**src/rtl/keypad_scanner_pkg.sv**
```systemverilog
// keypad_scanner_pkg: FSM states, column drive patterns and key map for the keypad scanner.
package keypad_scanner_pkg;
  typedef enum logic [1:0] {SCAN, DEBOUNCE, PRESSED, RELEASE} state_t;
  localparam logic [3:0][3:0] COL_DRIVE = {4'b0111, 4'b1011, 4'b1101, 4'b1110};
  // Indexed by {col, row}: col0 = 1,4,7,0; col1 = 2,5,8,F; col2 = 3,6,9,E; col3 = A,B,C,D.
  localparam logic [15:0][3:0] KEY_MAP = 64'hDCBA_E963_F852_0741;
  function automatic logic [1:0] low_row(input logic [3:0] r);
    return !r[0] ? 2'd0 : !r[1] ? 2'd1 : !r[2] ? 2'd2 : 2'd3;
  endfunction
endpackage

```
**src/rtl/keypad_scanner_sync_2ff.sv**
```systemverilog
// sync_2ff: 4-bit two-flop synchronizer for the idle-high keypad rows.
module sync_2ff (
  input  logic       clk,
  input  logic       reset_n,
  input  logic [3:0] d,
  output logic [3:0] q
);
  logic [3:0] s1;
  always_ff @(posedge clk or negedge reset_n)
    if (!reset_n) {q, s1} <= '1;
    else {q, s1} <= {s1, d};
endmodule

```
**src/rtl/keypad_scanner.sv**
```systemverilog
// keypad_scanner: 4x4 keypad column scanner with debounce and a valid/ready key handshake.
// Define KEYPAD_ACCUM_EN to shift each accepted key into the 32-bit value accumulator.
module keypad_scanner
  import keypad_scanner_pkg::*;
#(
  parameter int SCAN_DIV     = 100000,
  parameter int DEBOUNCE_CNT = 4
) (
  input  logic        clk,
  input  logic        reset_n,
  input  logic [3:0]  row,
  output logic [3:0]  col,
  output logic [3:0]  key_code,
  output logic        key_valid,
  input  logic        key_ready,
  output logic        key_held,
  output logic        key_ovf,
  output logic [31:0] value
);
  localparam int DW = SCAN_DIV > 1 ? $clog2(SCAN_DIV) : 1;
  localparam int CW = $clog2(DEBOUNCE_CNT + 1);
  state_t state, state_nx;
  logic [3:0] row_s, pat, pat_nx, key;
  logic [1:0] col_idx, col_idx_nx;
  logic [DW-1:0] dwell;
  logic [CW-1:0] dcnt, dcnt_nx;
  logic tick, vld_eff, load, ovf_set;
  sync_2ff u_sync (.clk(clk), .reset_n(reset_n), .d(row), .q(row_s));
  assign tick     = dwell == DW'(SCAN_DIV - 1);
  assign col      = COL_DRIVE[col_idx];
  assign key      = KEY_MAP[{col_idx, low_row(pat)}];
  // A handshake in the same cycle frees the slot before the new key is offered.
  assign vld_eff  = key_valid & ~key_ready;
  assign load     = state == PRESSED && !vld_eff;
  assign ovf_set  = state == PRESSED && vld_eff;
  assign key_held = state == RELEASE;
  always_comb begin
    state_nx   = state;
    col_idx_nx = col_idx;
    dcnt_nx    = dcnt;
    pat_nx     = pat;
    if (state == PRESSED) begin
      state_nx = RELEASE;
      dcnt_nx  = '0;
    end else if (tick)
      case (state)
        SCAN:
          if (row_s == 4'hF) col_idx_nx = col_idx + 2'd1;
          else begin
            state_nx = DEBOUNCE;
            pat_nx   = row_s;
            dcnt_nx  = '0;
          end
        DEBOUNCE:
          if (row_s != pat) begin
            state_nx   = SCAN;
            col_idx_nx = col_idx + 2'd1;
          end else if (dcnt == CW'(DEBOUNCE_CNT - 1)) state_nx = PRESSED;
          else dcnt_nx = dcnt + 1'b1;
        RELEASE:
          if (row_s != 4'hF) dcnt_nx = '0;
          else if (dcnt == CW'(DEBOUNCE_CNT - 1)) begin
            state_nx   = SCAN;
            col_idx_nx = col_idx + 2'd1;
            dcnt_nx    = '0;
          end else dcnt_nx = dcnt + 1'b1;
        default: ;
      endcase
  end
  always_ff @(posedge clk or negedge reset_n)
    if (!reset_n) begin
      state     <= SCAN;
      col_idx   <= '0;
      dwell     <= '0;
      dcnt      <= '0;
      pat       <= '1;
      key_code  <= '0;
      key_valid <= 1'b0;
      key_ovf   <= 1'b0;
    end else begin
      state     <= state_nx;
      col_idx   <= col_idx_nx;
      dwell     <= tick ? '0 : dwell + 1'b1;
      dcnt      <= dcnt_nx;
      pat       <= pat_nx;
      key_valid <= load | vld_eff;
      if (load) key_code <= key;
      if (ovf_set) key_ovf <= 1'b1;
    end
`ifdef KEYPAD_ACCUM_EN
  logic [31:0] acc;
  always_ff @(posedge clk or negedge reset_n)
    if (!reset_n) acc <= '0;
    else if (state == PRESSED) acc <= {acc[27:0], key};
  assign value = acc;
`else
  assign value = '0;
`endif
endmodule

```
**config.mk**
```make
export PLATFORM = sky130hd
export DESIGN_NAME = keypad_scanner
export DESIGN_NICKNAME = d
export VERILOG_FILES = /design/src/rtl/keypad_scanner_pkg.sv /design/src/rtl/keypad_scanner_sync_2ff.sv /design/src/rtl/keypad_scanner.sv
export SDC_FILE = /design/constraint.sdc
export NUM_CORES = 1
export LEC_CHECK = 0
export BUFFER_PORTS_ARGS = -buffer_cell sky130_fd_sc_hd__buf_2
export CORE_MARGIN = 3
export CORE_UTILIZATION = 30
export CTS_CLUSTER_SIZE = 25
export DETAILED_ROUTE_END_ITERATION = 10
export MAX_ROUTING_LAYER = met4
export SKIP_CTS_REPAIR_TIMING = 1
export SYNTH_ARGS = -nofsm -noshare
export SYNTH_HDL_FRONTEND = slang
export SYNTH_SLANG_ARGS = --single-unit
```
**constraint.sdc**
```tcl
create_clock -name clk -period 2.65 [get_ports clk]
set_input_delay 0.265 -clock clk [delete_from_list [all_inputs] [get_ports clk]]
set_output_delay 0.265 -clock clk [all_outputs]
set_load 0.02 [all_outputs]
```
==> metrics.txt <==
run status=completed; YS warnings=0; die boundary width=94.24 microns; FILL cells=760; Pleak=1.131 nW; Inserted Diodes=0; DRC violation total after the first TritonRoute iteration=48; clock latency on the worst-skew pair=290 ps; number of failing setup endpoints in the final timing report=0; CTS buffer count=5; Worst Clk Skew=3.740 ps; uppermost layer routed=met4; async set-or-reset flop fraction in the synthesized netlist=1.000; layout overhead on the synthesized area=5.785%; number of nets still failing antenna checks after routing=0; cell depth of the worst flop-to-flop path=6; DIE AREA=0.008881 sq mm; crit path kind=reg -> reg; CTS tree=built; pin count of the biggest net entering global routing=43; sink of the worst hold path=u_sync.s1[3]; Std-Cell Core Area=0.007408 sq mm; clock input transition at the sequential cells of the worst setup and hold paths=80 ps; share of the clock period used by the worst path after layout=0.7368; Hold Path Cell Cnt=1; number of cells produced by synthesis=220; cell with the most instances after synthesis=sky130_fd_sc_hd__buf_4; GRT overflow=0; Power, Total=1.143 mW; WL met3=253 microns; Setup TNS Final=0 ps; routed via count=1444; average via count per standard cell=4.285; crit end category=flop; PnR worst setup slack=697.5 ps; detailed placement HPWL=2.527 mm; length of the first detailed-routing pass in iterations=7; number of flip-flops and latches in the synthesized netlist=42; Wirelength per Cell=10.70 microns; startpoint of the worst hold path=row[3]; CP Data Arrival Time=2110 ps; DP Cell Count=329; IO Count=50; class of the tightest hold or removal check=in -> reg; Cell Area, Synth=0.002336 sq mm; Area contributors post-synth=sky130_fd_sc_hd__dfrtp_1 32%, sky130_fd_sc_hd__dfstp_2 13%, sky130_fd_sc_hd__buf_4 11%, sky130_fd_sc_hd__ha_1 5.4%, sky130_fd_sc_hd__xnor2_1 5.2%; initial cell density of the core=0.3153; clk buf depth=2; highest fanout seen on the critical path=5; DRC violation count after routing=0; proportion of synthesized chip area in sequential cells=0.4563; CTS root buffer=sky130_fd_sc_hd__clkbuf_8; number of slew-limit violations in the final report=0; final number of hold-violating endpoints=0; pre-CTS WS=651.6 ps; overall track demand over capacity in global routing=0.09245; capture instance of the worst register-to-register path=key_code[2]; antenna violations before repair=0; setup repair after global routing missed its margin=no; chip height=94.24 microns; count of buffers from port buffering=17; top_reg_cell synth=sky130_fd_sc_hd__dfrtp_1; last weighted congestion value of the routability-driven placer=0.7820; upper clock frequency limit=0.5122 GHz; maximum capacitance violations=0; largest area contributor in the synthesized netlist=sky130_fd_sc_hd__dfrtp_1; ranking of synthesized cells by instance count=33 x sky130_fd_sc_hd__buf_4, 30 x sky130_fd_sc_hd__dfrtp_1, 20 x sky130_fd_sc_hd__nor2_1; Post-Syn Area per Cell=10.62 sq um; headroom to the max-slew limit=0.3699; Pwr Density=462.5 mW/mm^2; routed wire length on met2=1.565 mm; first-pass GRT wire length=6.161 mm; CTS sink cnt=42; filler-free cell count of the finished design=337; minimum period implied by the final worst setup slack=1952 ps; vias in the first global route=1296; Yosys top cell area share=0.3214; Critical Path RT=2810 ps; Cell variety after synth=43; Tightest Pin Transition=945.2 ps; number of enable flip-flop cells after synthesis=0; Total Wirelength=3.605 mm; H-Tree Depth=2; type of origin of the critical path=flop; FF-to-FF setup slack=700 ps; proportion of layout cells with a drive suffix above 1=0.2017; VDD IR max=302.5 uV; wl on met1=1.735 mm; count of standard-cell rows=31; startpoint of the lowest-slack register-to-register path=pat[1]; Final Net Count=254
## kinds of logic (layout without fill, tap and decap cells)
kind of cell               after synthesis  count (layout)  synth area share
muxes                                   10              10           0.05517
buffers and inverters                   50              37            0.1398
AOI/OAI and AO/OA                       18              18           0.05410
DFF                                     42              42            0.4563
xor gates and xnor gates                21              21           0.07874
other                                    1              32          0.001605
and+or+nand+nor                         68              68            0.1607
adders and majority gates               10              10           0.05356
## layer usage
layer / GRT usage / up-vias
li1: - / 699
met1: 0.1229 / 687
met2: 0.1312 / 53
met3: 0.02324 / 5
met4: 0.04452 / 0
met5: - / -
## state kept, by name, summed over array words and instances, names as in the netlist, named ones only
| register | count |
|---|---|
| dwell | 17 |
| key_ovf | 1 |
| key_valid | 1 |
| pat | 4 |
| key_code | 4 |
| u_sync.q | 4 |
| col_idx | 2 |
| u_sync.s1 | 4 |
| dcnt | 3 |
| state | 1 |
## power by group
| group | total, mW | switching (mW) | internal, mW |
|---|---|---|---|
| Combinational | 0.0618 | 0.0558 | 0.00596 |
| Clock | 0.425 | 0.215 | 0.210 |
| Sequential | 0.656 | 0.00368 | 0.652 |
| Total | 1.14 | 0.274 | 0.868 |
## cell type report
class	count	area [sq um]	area share
flip-flops and latches	42	1066	0.4314
multi-input cells	159	1060	0.4289
well taps	99	123.9	0.05013
clock buffers	7	86.33	0.03494
repair buffers	17	85.08	0.03443
inverters	12	45.04	0.01823
clock inverters	1	5.005	0.002025
## worst max-delay path, stage by stage, from the launching register on
cell and delay, ps:
sky130_fd_sc_hd__dfstp_2 560, sky130_fd_sc_hd__inv_1 40, sky130_fd_sc_hd__o21ai_0 500, sky130_fd_sc_hd__ha_1 240, sky130_fd_sc_hd__nor2_1 50, sky130_fd_sc_hd__o311ai_0 300, sky130_fd_sc_hd__o21ai_0 130
## per-stage QoR
stage	hold WS, ps	area, sq um	utilization
global route	49.17	2471	0.3336
detailed placement	347.3	2380	0.3212
floorplan	-30.59	2452	-
global placement	345.7	2380	0.3212
finish	68.14	2471	0.3336
CTS	53.97	2471	0.3336
## cells in the final DEF (no fill, tap or decap), drive strengths merged, types with 2 or more instances in the layout
cell type,synthesis,routed
a21oi,2,2
nand3,9,9
conb,1,32
mux2i,2,2
xor2,7,7
xnor2,14,14
nor3,3,3
nand2,11,11
dfstp,12,12
ha,10,10
and4,3,3
nand4,4,4
inv,12,12
o211ai,3,3
clkbuf,3,7
buf,35,17
o21ai,5,5
nor2,20,20
mux2,8,8
and2,2,2
and4b,2,2
nand2b,3,3
dfrtp,30,30
nor2b,4,4
and3,3,3
## worst max path at each step
stage	cells after the start	endpoint	startpoint	slack, ps
after global placement	6	key_code[2]	pat[1]	650
after global routing	6	key_code[2]	pat[1]	430
after detailed placement	6	key_code[2]	pat[1]	650
after CTS	6	key_code[2]	pat[1]	640
final	6	key_code[2]	pat[1]	700
after floorplan	7	dcnt[1]	dwell[0]	820
(Power assumes the default switching activity.)
